**src/rtl/inhibit_controller.sv**
```systemverilog
// -----------------------------------------------------------------------------
// inhibit_controller
//
// Purpose:
//   Generates the active-low enable_l control for a downstream inhibitor gate.
//   An accepted trigger starts a programmable delay (D cycles).
//   An inhibit window of max(H,1) cycles follows, with enable_l held high.
//   While the window is open, a trigger with retrigger_en set reloads the hold
//   count from the live hold_cycles input.
//   cancel aborts either phase at once.
//   Rising edges of the gated input that arrive while enable_l is high are
//   counted in a saturating counter.
//
// Ports:
//   clk              rising-edge clock
//   reset            synchronous, active-high reset
//   trigger          start request in IDLE / retrigger during INHIBIT
//   cancel           abort any window and return to IDLE
//   retrigger_en     1: trigger during INHIBIT reloads the hold count
//   delay_cycles     D, latched when a start is accepted
//   hold_cycles      H, latched on accept and on every retrigger
//   in               signal gated by the downstream inhibitor
//   enable_l         1 = inhibit downstream, 0 = pass (registered)
//   busy             1 while in DELAY or INHIBIT (registered)
//   done             one-cycle pulse when a window ends normally (registered)
//   suppressed_count saturating count of suppressed rising edges of in
// -----------------------------------------------------------------------------
module inhibit_controller #(
  parameter int WIDTH = 8,
  parameter int CNT_W = 8
) (
  input  logic             clk,
  input  logic             reset,
  input  logic             trigger,
  input  logic             cancel,
  input  logic             retrigger_en,
  input  logic [WIDTH-1:0] delay_cycles,
  input  logic [WIDTH-1:0] hold_cycles,
  input  logic             in,
  output logic             enable_l,
  output logic             busy,
  output logic             done,
  output logic [CNT_W-1:0] suppressed_count
);

  typedef enum logic [1:0] {
    ST_IDLE    = 2'd0,
    ST_DELAY   = 2'd1,
    ST_INHIBIT = 2'd2
  } state_t;

  localparam logic [WIDTH-1:0] CNT_ONE = WIDTH'(1);
  localparam logic [CNT_W-1:0] SUP_MAX = {CNT_W{1'b1}};
  localparam logic [CNT_W-1:0] SUP_ONE = CNT_W'(1);

  state_t           state_reg, state_next;
  logic [WIDTH-1:0] cnt_reg, cnt_next;
  logic [WIDTH-1:0] hold_reg, hold_next;
  logic             enable_l_reg, enable_l_next;
  logic             busy_reg, busy_next;
  logic             done_reg, done_next;
  logic [CNT_W-1:0] sup_reg, sup_next;
  logic             in_prev_reg;
  logic             clear_sup;
  logic             sup_edge;

  // A hold of zero still produces one inhibit cycle.
  logic [WIDTH-1:0] hold_live;
  assign hold_live = (hold_cycles == '0) ? CNT_ONE : hold_cycles;

  // ---------------------------------------------------------------------------
  // State and output registers
  // ---------------------------------------------------------------------------
  always_ff @(posedge clk) begin
    if (reset) begin
      state_reg    <= ST_IDLE;
      cnt_reg      <= '0;
      hold_reg     <= '0;
      enable_l_reg <= 1'b0;
      busy_reg     <= 1'b0;
      done_reg     <= 1'b0;
      sup_reg      <= '0;
      in_prev_reg  <= 1'b0;
    end else begin
      state_reg    <= state_next;
      cnt_reg      <= cnt_next;
      hold_reg     <= hold_next;
      enable_l_reg <= enable_l_next;
      busy_reg     <= busy_next;
      done_reg     <= done_next;
      sup_reg      <= sup_next;
      in_prev_reg  <= in;
    end
  end

  // ---------------------------------------------------------------------------
  // Next-state logic
  // cnt_reg holds the number of cycles left in the current phase, including the
  // one in progress, so the phase ends on the edge where it would reach zero.
  // ---------------------------------------------------------------------------
  always_comb begin
    state_next = state_reg;
    cnt_next   = cnt_reg;
    hold_next  = hold_reg;
    done_next  = 1'b0;
    clear_sup  = 1'b0;

    case (state_reg)
      ST_IDLE: begin
        // cancel in IDLE suppresses a simultaneous trigger.
        if (trigger && !cancel) begin
          hold_next = hold_live;
          clear_sup = 1'b1;
          if (delay_cycles == '0) begin
            state_next = ST_INHIBIT;
            cnt_next   = hold_live;
          end else begin
            state_next = ST_DELAY;
            cnt_next   = delay_cycles;
          end
        end
      end

      ST_DELAY: begin
        // trigger has no effect while the delay runs.
        if (cancel) begin
          state_next = ST_IDLE;
        end else if (cnt_reg <= CNT_ONE) begin
          state_next = ST_INHIBIT;
          cnt_next   = hold_reg;
        end else begin
          cnt_next = cnt_reg - CNT_ONE;
        end
      end

      ST_INHIBIT: begin
        // A retrigger takes priority over the window ending.
        // A retrigger in the last high cycle therefore still extends the window.
        if (cancel) begin
          state_next = ST_IDLE;
        end else if (trigger && retrigger_en) begin
          hold_next = hold_live;
          cnt_next  = hold_live;
        end else if (cnt_reg <= CNT_ONE) begin
          state_next = ST_IDLE;
          done_next  = 1'b1;
        end else begin
          cnt_next = cnt_reg - CNT_ONE;
        end
      end

      default: begin
        state_next = ST_IDLE;
      end
    endcase
  end

  // Registered outputs follow the state being entered.
  // They are therefore valid in the same cycle as the state itself.
  always_comb begin
    enable_l_next = (state_next == ST_INHIBIT);
    busy_next     = (state_next != ST_IDLE);
  end

  // ---------------------------------------------------------------------------
  // Suppressed-edge counter
  // A rising edge of in is counted when it occurs in a cycle where enable_l is
  // high.
  // A cancel edge freezes the count.
  // A new start clears the count, and the clear has priority.
  // ---------------------------------------------------------------------------
  assign sup_edge = enable_l_reg && in && !in_prev_reg && !cancel;

  always_comb begin
    sup_next = sup_reg;
    if (clear_sup) begin
      sup_next = '0;
    end else if (sup_edge && (sup_reg != SUP_MAX)) begin
      sup_next = sup_reg + SUP_ONE;
    end
  end

  assign enable_l         = enable_l_reg;
  assign busy             = busy_reg;
  assign done             = done_reg;
  assign suppressed_count = sup_reg;

endmodule

```
**config.mk**
```make
export PLATFORM = sky130hd
export DESIGN_NAME = inhibit_controller
export DESIGN_NICKNAME = d
export VERILOG_FILES = /design/src/rtl/inhibit_controller.sv
export SDC_FILE = /design/constraint.sdc
export NUM_CORES = 1
export LEC_CHECK = 0
export ABC_AREA = 1
export CORE_ASPECT_RATIO = 0.5
export CORE_MARGIN = 10
export CORE_UTILIZATION = 49
export CTS_BUF_LIST = sky130_fd_sc_hd__clkbuf_4 sky130_fd_sc_hd__clkbuf_8
export DETAILED_ROUTE_END_ITERATION = 10
export GPL_ROUTABILITY_DRIVEN = 0
export GPL_TIMING_DRIVEN = 0
export HOLD_SLACK_MARGIN = 0.15
export PLACE_DENSITY = 0.75
export SLEW_MARGIN = 5
export SYNTH_ARGS = -nofsm -noshare
export SYNTH_HDL_FRONTEND = slang
export SYNTH_SLANG_ARGS = --single-unit
```
**constraint.sdc**
```tcl
create_clock -name clk -period 1.74 [get_ports clk]
set_input_delay 0.435 -clock clk [delete_from_list [all_inputs] [get_ports clk]]
set_output_delay 0.435 -clock clk [all_outputs]
set_load 0.05 [all_outputs]
```
==> results.sh, run 1 <==
export IMPL_status="completed"
export IMPL_grt_pass1_vias=1917
export IMPL_worstMarginPinSlew_ns=0.5804
export IMPL_routedWlPerCell_um=13.13
export IMPL_synth_area_leaders="dfxtp_1, nand2_1, a21oi_1, inv_1, nor2_1"
export IMPL_syn_inst=307
export IMPL_holdWs_ns=0.4538
export IMPL_hpwl_mm=3.875
export IMPL_powerDensity_nw_per_um2=709.1
export IMPL_vias_per_cell=5.140
export IMPL_min_period_ns=1.721
export IMPL_syn2layout_area_growth_pct=30.59
export IMPL_maxSlewViolCount=0
export IMPL_gr_total_overflow=0
export IMPL_yosysSeqAreaShare=0.3065
export IMPL_ys_flop_type="dfxtp_1"
export IMPL_timing_fmax_mhz=581.1
export IMPL_fp_row_count=16
export IMPL_initial_core_util=0.5045
export IMPL_antenna_found_initial=0
export IMPL_clock_latency_ns=0.28
export IMPL_synth_cell_types=34
export IMPL_io_pins=33
export IMPL_yosys_area_top_type="dfxtp_1"
export IMPL_cp_end_kind="register"
export IMPL_cp_required_ns=1.90
export IMPL_fin_nets=384
export IMPL_antennaDiodeCount=0
export IMPL_vias=2092
export IMPL_syn_area_per_cell_um2=6.382
export IMPL_clkSlewWorstSetupHoldPaths_ns=0.06
export IMPL_clockBufferDepth=2
export IMPL_grt_pass1_wl_mm=8.245
export IMPL_max_cap_violations=0
export IMPL_crit_type="reg -> reg"
export IMPL_hold_viol=0
export IMPL_fillers=360
export IMPL_grt_usage=0.1416
export IMPL_netlist_area_leader_share=0.3065
export IMPL_arrival_ns=1.88
export IMPL_hp_class="reg -> reg"
export IMPL_worstPathMaxFanout=7
export IMPL_max_slew_margin=0.6131
export IMPL_hold_buffers=0
export IMPL_setup_viol=0
export IMPL_peakVddDrop_mv=0.3286
export IMPL_layout_common_cells="nand2_1, inv_1, a21oi_1"
export IMPL_grt_max_degree=11
export IMPL_crit_path_start_kind="register"
export IMPL_die_w_um=109.4
export IMPL_cts_made_buffers=5
export IMPL_die_h_um=64.72
export IMPL_clkSinkCount=30
export IMPL_async_flop_share=0
export IMPL_wl_mm=5.343
export IMPL_synth_area_um2=1959
export IMPL_layout_commonest_cell="nand2_1"
export IMPL_finalCritPeriodShare=0.9890
export IMPL_power_leakage_nw=1.177
export IMPL_fin_util=0.6588
export IMPL_synth_edf_count=0
export IMPL_postRouteAntennaNets=0
export IMPL_synth_warnings=0
export IMPL_yosys_register_bits=30
export IMPL_drc=0
export IMPL_dieArea_um2=7082
export IMPL_dr_pass1_iters=4
export IMPL_cts_tree="yes"
export IMPL_coreArea_um2=3884
export IMPL_drtIter0Drc=130
export IMPL_drive_gt1_frac=0.1671
export IMPL_ctsRootBufferMaster="clkbuf_8"
export IMPL_cts_htree_levels=2
export IMPL_skew_ns=0.007038
export IMPL_synth_fp_nets=337
export IMPL_numPortBuffers=32
-- worst paths after layout --
path | from | depth (start not counted) | to | slack [ns]
setup / recovery | cnt_reg[0]$_SDFFE_PP0P_ | 9 | cnt_reg[1]$_SDFFE_PP0P_ | 0.02
setup reg to reg | cnt_reg[0]$_SDFFE_PP0P_ | 9 | cnt_reg[1]$_SDFFE_PP0P_ | 0.02
hold reg to reg | hold_reg[6]$_SDFFE_PP0P_ | 2 | hold_reg[6]$_SDFFE_PP0P_ | 0.45
hold / removal | hold_reg[6]$_SDFFE_PP0P_ | 2 | hold_reg[6]$_SDFFE_PP0P_ | 0.45
-- cells in the mapped netlist, types with 2 or more instances --
master	instances
a21oi_1	37
a21oi_2	3
dfxtp_1	30
ha_1	8
inv_1	42
inv_2	5
nand2_1	80
nand3_1	22
nand4_1	6
nor2_1	31
nor2_2	3
nor2_4	2
o21ai_0	11
o21ai_1	4
o21bai_1	2
xor2_1	3
-- critical path, cell delays in order, from the launching register on --
cell and delay, ns:
dfxtp_2 0.34, inv_2 0.07, ha_2 0.21, nor2_2 0.05, nor2_2 0.12, nand2_4 0.10, o21ai_4 0.28, inv_1 0.12
o21ai_0 0.22, a21oi_1 0.08
-- power by group --
group          internal (mW)  switching, mW  leakage, nW  total, mW
clock                  0.304          0.241       0.0431      0.545
sequential             0.728         0.0325        0.248      0.761
combinational          0.205          0.303        0.885      0.509
total                   1.24          0.577         1.18       1.81
-- cells by family (layout without fill, tap and decap cells) --
kind of cell / Yosys count / count (layout) / synth area share
AO/OA/AOI/OAI: 60 / 60 / 0.1699
buffers and inverters: 53 / 99 / 0.1169
adder cells (fa/ha/maj): 8 / 8 / 0.05109
flip-flops: 30 / 30 / 0.3065
XOR/XNOR: 4 / 4 / 0.01788
AND/OR/NAND/NOR: 152 / 152 / 0.3378
-- final cells by class --
cell class                 count  area (um^2)  area share
buffer                         4        40.04     0.01565
tap                           54        67.56     0.02641
inverter                      49        191.4     0.07482
multi-input combinational    224         1192      0.4660
clock buffer                   6        82.58     0.03227
timing repair buffer          40        372.9      0.1457
sequential                    30        611.8      0.2391
-- per-layer routing --
layer,vias to the layer above,routed length [um],GRT usage
met2,77,2374,0.2212
met3,7,525,0.04832
li1,1071,-,-
met5,-,0,0
met4,0,55,0.04355
met1,937,2388,0.1800
-- timing repair --
item                       CTS  global route
gates resized for setup     17            27
gates cloned                 0             1
pin swaps                    0             6
buffers inserted             0             7
setup endpoints to repair   23            23
-- through the flow --
step	TNS [ns]	setup WS, ns	cells	power, mW	area (um^2)
2_1_floorplan	0	0.1450	307	1.092	1962
3_3_place_gp	-5.612	-0.2994	393	1.214	2350
3_5_place_dp	-5.953	-0.3138	393	1.226	2350
4_1_cts	0	0.01180	399	1.774	2426
5_1_grt	-0.2127	-0.07083	407	1.921	2559
6_report	0	0.01921	407	1.814	2559
Note: power is estimated with default switching activity, not from simulation.
==> run 2, diff against run 1 <==
PLACE_DENSITY = 0.79   (was 0.75)
==> results.sh, run 2 (synthesis gave the netlist of run 1 again) <==
export IMPL_crit_type="in -> reg"
export IMPL_p_total_mw=1.863
export IMPL_crit_path_start_kind="input pin"
export IMPL_initial_core_util=0.5045
export IMPL_timing_fmax_mhz=584.0
export IMPL_cp_required_ns=1.96
export IMPL_vias=2159
export IMPL_clockBufferDepth=2
export IMPL_postRouteAntennaNets=0
export IMPL_die_w_um=109.4
export IMPL_peakVddDrop_mv=0.2856
export IMPL_layout_common_cells="nand2_1, inv_1, nor2_1, a21oi_1, dfxtp_1"
export IMPL_status="completed"
export IMPL_critPathBufInv=2
export IMPL_grt_pass1_wl_mm=8.818
export IMPL_arrival_ns=1.93
export IMPL_syn2layout_area_growth_pct=32.82
export IMPL_numPortBuffers=32
export IMPL_min_period_ns=1.712
export IMPL_pwr_share_comb=0.276
export IMPL_cp_end_kind="register"
export IMPL_hold_viol=0
export IMPL_cts_htree_levels=2
export IMPL_drive_gt1_frac=0.1780
export IMPL_path_cells="clkdlybuf4s50_1 > inv_1 > nand4_1 > nor2_2 > nand2_1 > a21oi_1 > nand2_1 > a21oi_1"
export IMPL_hpwl_mm=4.048
export IMPL_io_pins=33
export IMPL_clock_latency_ns=0.29
export IMPL_p_seq_frac=0.408
export IMPL_worstMarginPinSlew_ns=0.5381
export IMPL_layout_commonest_cell="nand2_1"
export IMPL_grt_usage=0.1521
export IMPL_fp_row_count=16
export IMPL_grt_pass1_vias=1968
export IMPL_max_slew_margin=0.6413
export IMPL_grt_max_degree=11
export IMPL_cts_made_buffers=5
export IMPL_dieArea_um2=7082
export IMPL_switching_share=0.3283
export IMPL_vias_per_cell=5.292
export IMPL_p_clk_frac=0.316
export IMPL_dr_pass1_iters=5
export IMPL_antenna_found_initial=0
export IMPL_power_leakage_nw=1.209
export IMPL_coreArea_um2=3884
export IMPL_critical_path_top_delay_family="simple AND/OR/NAND/NOR gates"
export IMPL_drtIter0Drc=190
export IMPL_maxSlewViolCount=0
export IMPL_hp_class="reg -> reg"
export IMPL_drc=0
export IMPL_slowest_stage="clkdlybuf4s50_1"
export IMPL_p_sw_mw=0.6116
export IMPL_gr_total_overflow=0
export IMPL_slowest_delay_ns=0.42
export IMPL_finalCritPeriodShare=0.9841
export IMPL_fin_nets=383
export IMPL_clkSlewWorstSetupHoldPaths_ns=0.07
export IMPL_die_h_um=64.72
export IMPL_clkSinkCount=30
export IMPL_wl_mm=5.723
export IMPL_worstPathMaxFanout=4
export IMPL_intPower_mw=1.252
export IMPL_antennaDiodeCount=0
export IMPL_place_inst=393
export IMPL_cts_tree="yes"
export IMPL_setup_viol=0
export IMPL_powerDensity_nw_per_um2=715.9
export IMPL_routedWlPerCell_um=14.03
export IMPL_fillers=327
export IMPL_layoutNonFillerInstCount=408
export IMPL_ctsRootBufferMaster="clkbuf_8"
export IMPL_max_cap_violations=0
export IMPL_skew_ns=0.01114
==> run 2: cell types whose count changed in the layout (fill, tap and decap cells not counted), moves of 2 or more <==
cell / before / now
a21oi_1: 34 / 31
a21oi_2: 6 / 9
buf_4: 7 / 5
clkdlybuf4s50_1: 19 / 16
dlymetal6s2s_1: 1 / 4
ha_2: 3 / 1
nand2_1: 76 / 74
nor2_1: 29 / 31
==> run 2: area by class of cell <==
class / count / area [um^2] / share of cell area
Multi-Input combinational cell: 225 / 1222 / 0.4697
Sequential cell: 30 / 611.8 / 0.2351
Timing Repair Buffer: 38 / 374.1 / 0.1437
Inverter: 49 / 191.4 / 0.07356
Clock buffer: 6 / 82.58 / 0.03173
Tap cell: 54 / 67.56 / 0.02596
Buffer: 4 / 40.04 / 0.01538
Clock inverter: 2 / 12.51 / 0.004808
==> run 2: metrics by stage <==
step / TNS, ns / cell area [um^2] / utilization / hold slack, ns / setup slack (ns)
after floorplan: 0 / 1962 / - / 0.4235 / 0.1450
after global placement: -5.458 / 2350 / 0.6050 / 0.4359 / -0.2919
after detailed placement: -6.578 / 2350 / 0.6050 / 0.4465 / -0.3392
after CTS: 0 / 2456 / 0.6324 / 0.4565 / 0.01700
after global routing: -0.2312 / 2603 / 0.6701 / 0.4987 / -0.04997
final: 0 / 2603 / 0.6701 / 0.4554 / 0.02764
==> run 2: power groups by stage <==
stage	registers, mW	clock network, mW	logic [mW]
6_report	0.760	0.589	0.514
3_5_place_dp	0.775	0	0.454
2_1_floorplan	0.774	0	0.318
4_1_cts	0.760	0.596	0.465
3_3_place_gp	0.774	0	0.442
5_1_grt	0.765	0.628	0.574
==> run 2: path summary, 6_finish.rpt <==
path | cells past startpoint | slack (ns) | startpoint | to
setup / recovery | 8 | 0.03 | delay_cycles[6] | cnt_reg[0]$_SDFFE_PP0P_
hold / removal | 2 | 0.46 | hold_reg[6]$_SDFFE_PP0P_ | hold_reg[6]$_SDFFE_PP0P_
setup reg to reg | 11 | 0.11 | cnt_reg[1]$_SDFFE_PP0P_ | busy$_SDFF_PP0_
hold reg to reg | 2 | 0.46 | hold_reg[6]$_SDFFE_PP0P_ | hold_reg[6]$_SDFFE_PP0P_
==> run 2: repair_timing <==
| action | in CTS | in global routing |
|---|---|---|
| gates resized for setup | 18 | 33 |
| buffers inserted | 2 | 3 |
| pin swaps | 2 | 7 |
| hold buffers | 0 | 0 |
| gates cloned | 0 | 2 |
| endpoints found under the setup margin | 25 | 19 |
==> run 2: layer usage <==
layer,wire [um],GRT usage,share of wire,vias up
met5,0,0,0,-
met4,91,0.05323,0.016,0
met3,604,0.04832,0.11,11
met2,2577,0.2374,0.45,89
met1,2451,0.1933,0.43,986
li1,-,-,-,1073
==> run 2: worst min-delay path: cells and delay by family, from the launching register on <==
kind | cells | cell delay, ns
AOI/OAI and AO/OA | 1 | 0.05
buffers and inverters | 1 | 0.05
DFF | 1 | 0.31
==> run 3, diff against run 2 <==
CORE_UTILIZATION = 55   (was 49)
PLACE_DENSITY = 0.86   (was 0.79)
==> results.sh, run 3 (synthesis gave the netlist of run 1 again) <==
export IMPL_worstPathMaxFanout=5
export IMPL_ctsRootBufferMaster="clkbuf_8"
export IMPL_slowest_stage="clkdlybuf4s50_1"
export IMPL_path_cells="clkdlybuf4s50_1 > inv_1 > nand3_1 > nor2_4 > buf_4 > buf_4 > a22oi_1 > o21ai_1 > nand2_1 > inv_1"
export IMPL_vias=2239
export IMPL_critical_path_depth=10
export IMPL_cts_htree_levels=2
export IMPL_grt_usage=0.1617
export IMPL_hold_path_depth=2
export IMPL_dr_pass1_iters=7
export IMPL_hold_buffers=0
export IMPL_p_clk_frac=0.365
export IMPL_crit_type="in -> reg"
export IMPL_syn2layout_area_growth_pct=32.57
export IMPL_cts_tree="yes"
export IMPL_powerDensity_nw_per_um2=763.4
export IMPL_layout_commonest_cell="nand2_1"
export IMPL_antenna_found_initial=0
export IMPL_maxSlewViolCount=0
export IMPL_peakVddDrop_mv=0.4237
export IMPL_clockBufferDepth=2
export IMPL_wl_mm=5.691
export IMPL_pwr_share_comb=0.251
export IMPL_final_area_um2=2597
export IMPL_critPathBufInv=5
export IMPL_min_period_ns=1.797
export IMPL_routedWlPerCell_um=14.05
export IMPL_antennaDiodeCount=0
export IMPL_timing_fmax_mhz=556.6
export IMPL_intPower_mw=1.380
export IMPL_place_ws_ns=-0.3305
export IMPL_p_total_mw=1.983
export IMPL_layout_common_cells="nand2_1, inv_1, a21oi_1"
export IMPL_cp_end_kind="register"
export IMPL_finalCritPeriodShare=1.033
export IMPL_skew_ns=0.007450
export IMPL_p_seq_frac=0.384
export IMPL_fin_util=0.7563
export IMPL_place_inst=390
export IMPL_cp_required_ns=1.92
export IMPL_r2r_slack_ns=0.03
export IMPL_hpwl_mm=3.938
export IMPL_die_h_um=62.21
export IMPL_coreArea_um2=3435
export IMPL_r2r_cells=11
export IMPL_hold_viol=0
export IMPL_clkSlewWorstSetupHoldPaths_ns=0.06
export IMPL_holdWs_ns=0.4654
export IMPL_drc=0
export IMPL_switching_share=0.3042
export IMPL_numPortBuffers=32
export IMPL_gr_total_overflow=0
export IMPL_arrival_ns=1.97
export IMPL_clock_latency_ns=0.29
export IMPL_power_leakage_nw=1.211
export IMPL_dieArea_um2=6495
export IMPL_hp_class="reg -> reg"
export IMPL_vias_per_cell=5.528
export IMPL_violations="negative setup slack"
export IMPL_setup_slack_ns=-0.05669
export IMPL_status="finished, violations left"
export IMPL_clkSinkCount=30
export IMPL_setup_viol=3
export IMPL_max_cap_violations=0
export IMPL_dpl_cell_area_um2=2346
export IMPL_cts_made_buffers=5
export IMPL_drive_gt1_frac=0.1638
export IMPL_max_slew_margin=0.6073
export IMPL_final_setup_tns_ns=-0.1340
export IMPL_fin_nets=384
export IMPL_grt_pass1_wl_mm=9.004
export IMPL_postRouteAntennaNets=0
export IMPL_layoutNonFillerInstCount=405
export IMPL_critical_path_top_delay_family="buffers and inverters"
export IMPL_initial_core_util=0.5705
export IMPL_slowest_delay_ns=0.52
export IMPL_fp_row_count=15
export IMPL_io_pins=33
export IMPL_crit_path_start_kind="input pin"
export IMPL_drtIter0Drc=168
export IMPL_p_sw_mw=0.6032
export IMPL_grt_max_degree=11
export IMPL_grt_pass1_vias=2062
export IMPL_die_w_um=104.4
export IMPL_worstMarginPinSlew_ns=0.5890
[run 3: final timing paths]
kind	start	end
hold reg to reg	hold_reg[6]$_SDFFE_PP0P_	hold_reg[6]$_SDFFE_PP0P_
hold / removal	hold_reg[6]$_SDFFE_PP0P_	hold_reg[6]$_SDFFE_PP0P_
setup reg to reg	cnt_reg[0]$_SDFFE_PP0P_	state_reg[1]$_SDFF_PP0_
setup / recovery	delay_cycles[0]	state_reg[1]$_SDFF_PP0_
[run 3: worst min-delay path, stage by stage (launching register included)]
cell and delay, ns:
dfxtp_1 0.32, inv_1 0.06, a21oi_1 0.05
[run 3: area by class of cell]
type / count / area (um^2)
multi-input combinational: 224 / 1190
fill: 265 / 837.1
sequential: 30 / 611.8
timing repair buffer: 40 / 387.9
inverter: 49 / 191.4
clock buffer: 6 / 82.58
tap: 51 / 63.81
buffer: 4 / 40.04
clock inverter: 1 / 30.03
[run 3: power by group through the flow]
stage	sequential (mW)	combinational, mW	clock [mW]
3_3_place_gp	0.773	0.437	0
6_report	0.761	0.498	0.724
3_5_place_dp	0.774	0.449	0
2_1_floorplan	0.774	0.318	0
5_1_grt	0.765	0.547	0.769
4_1_cts	0.761	0.457	0.726
[run 3: per-layer routing]
layer  share of wire  global-route usage
met1            0.44              0.1910
met2            0.46              0.2711
met3           0.082             0.04630
met4           0.026             0.06379
met5               0                   0
[run 3: what timing repair did]
item | in CTS | in global routing
gates resized for setup | 17 | 29
buffers inserted | 1 | 7
endpoints found under the setup margin | 22 | 18
hold endpoints to repair | 0 | 0
pin swaps | 1 | 4
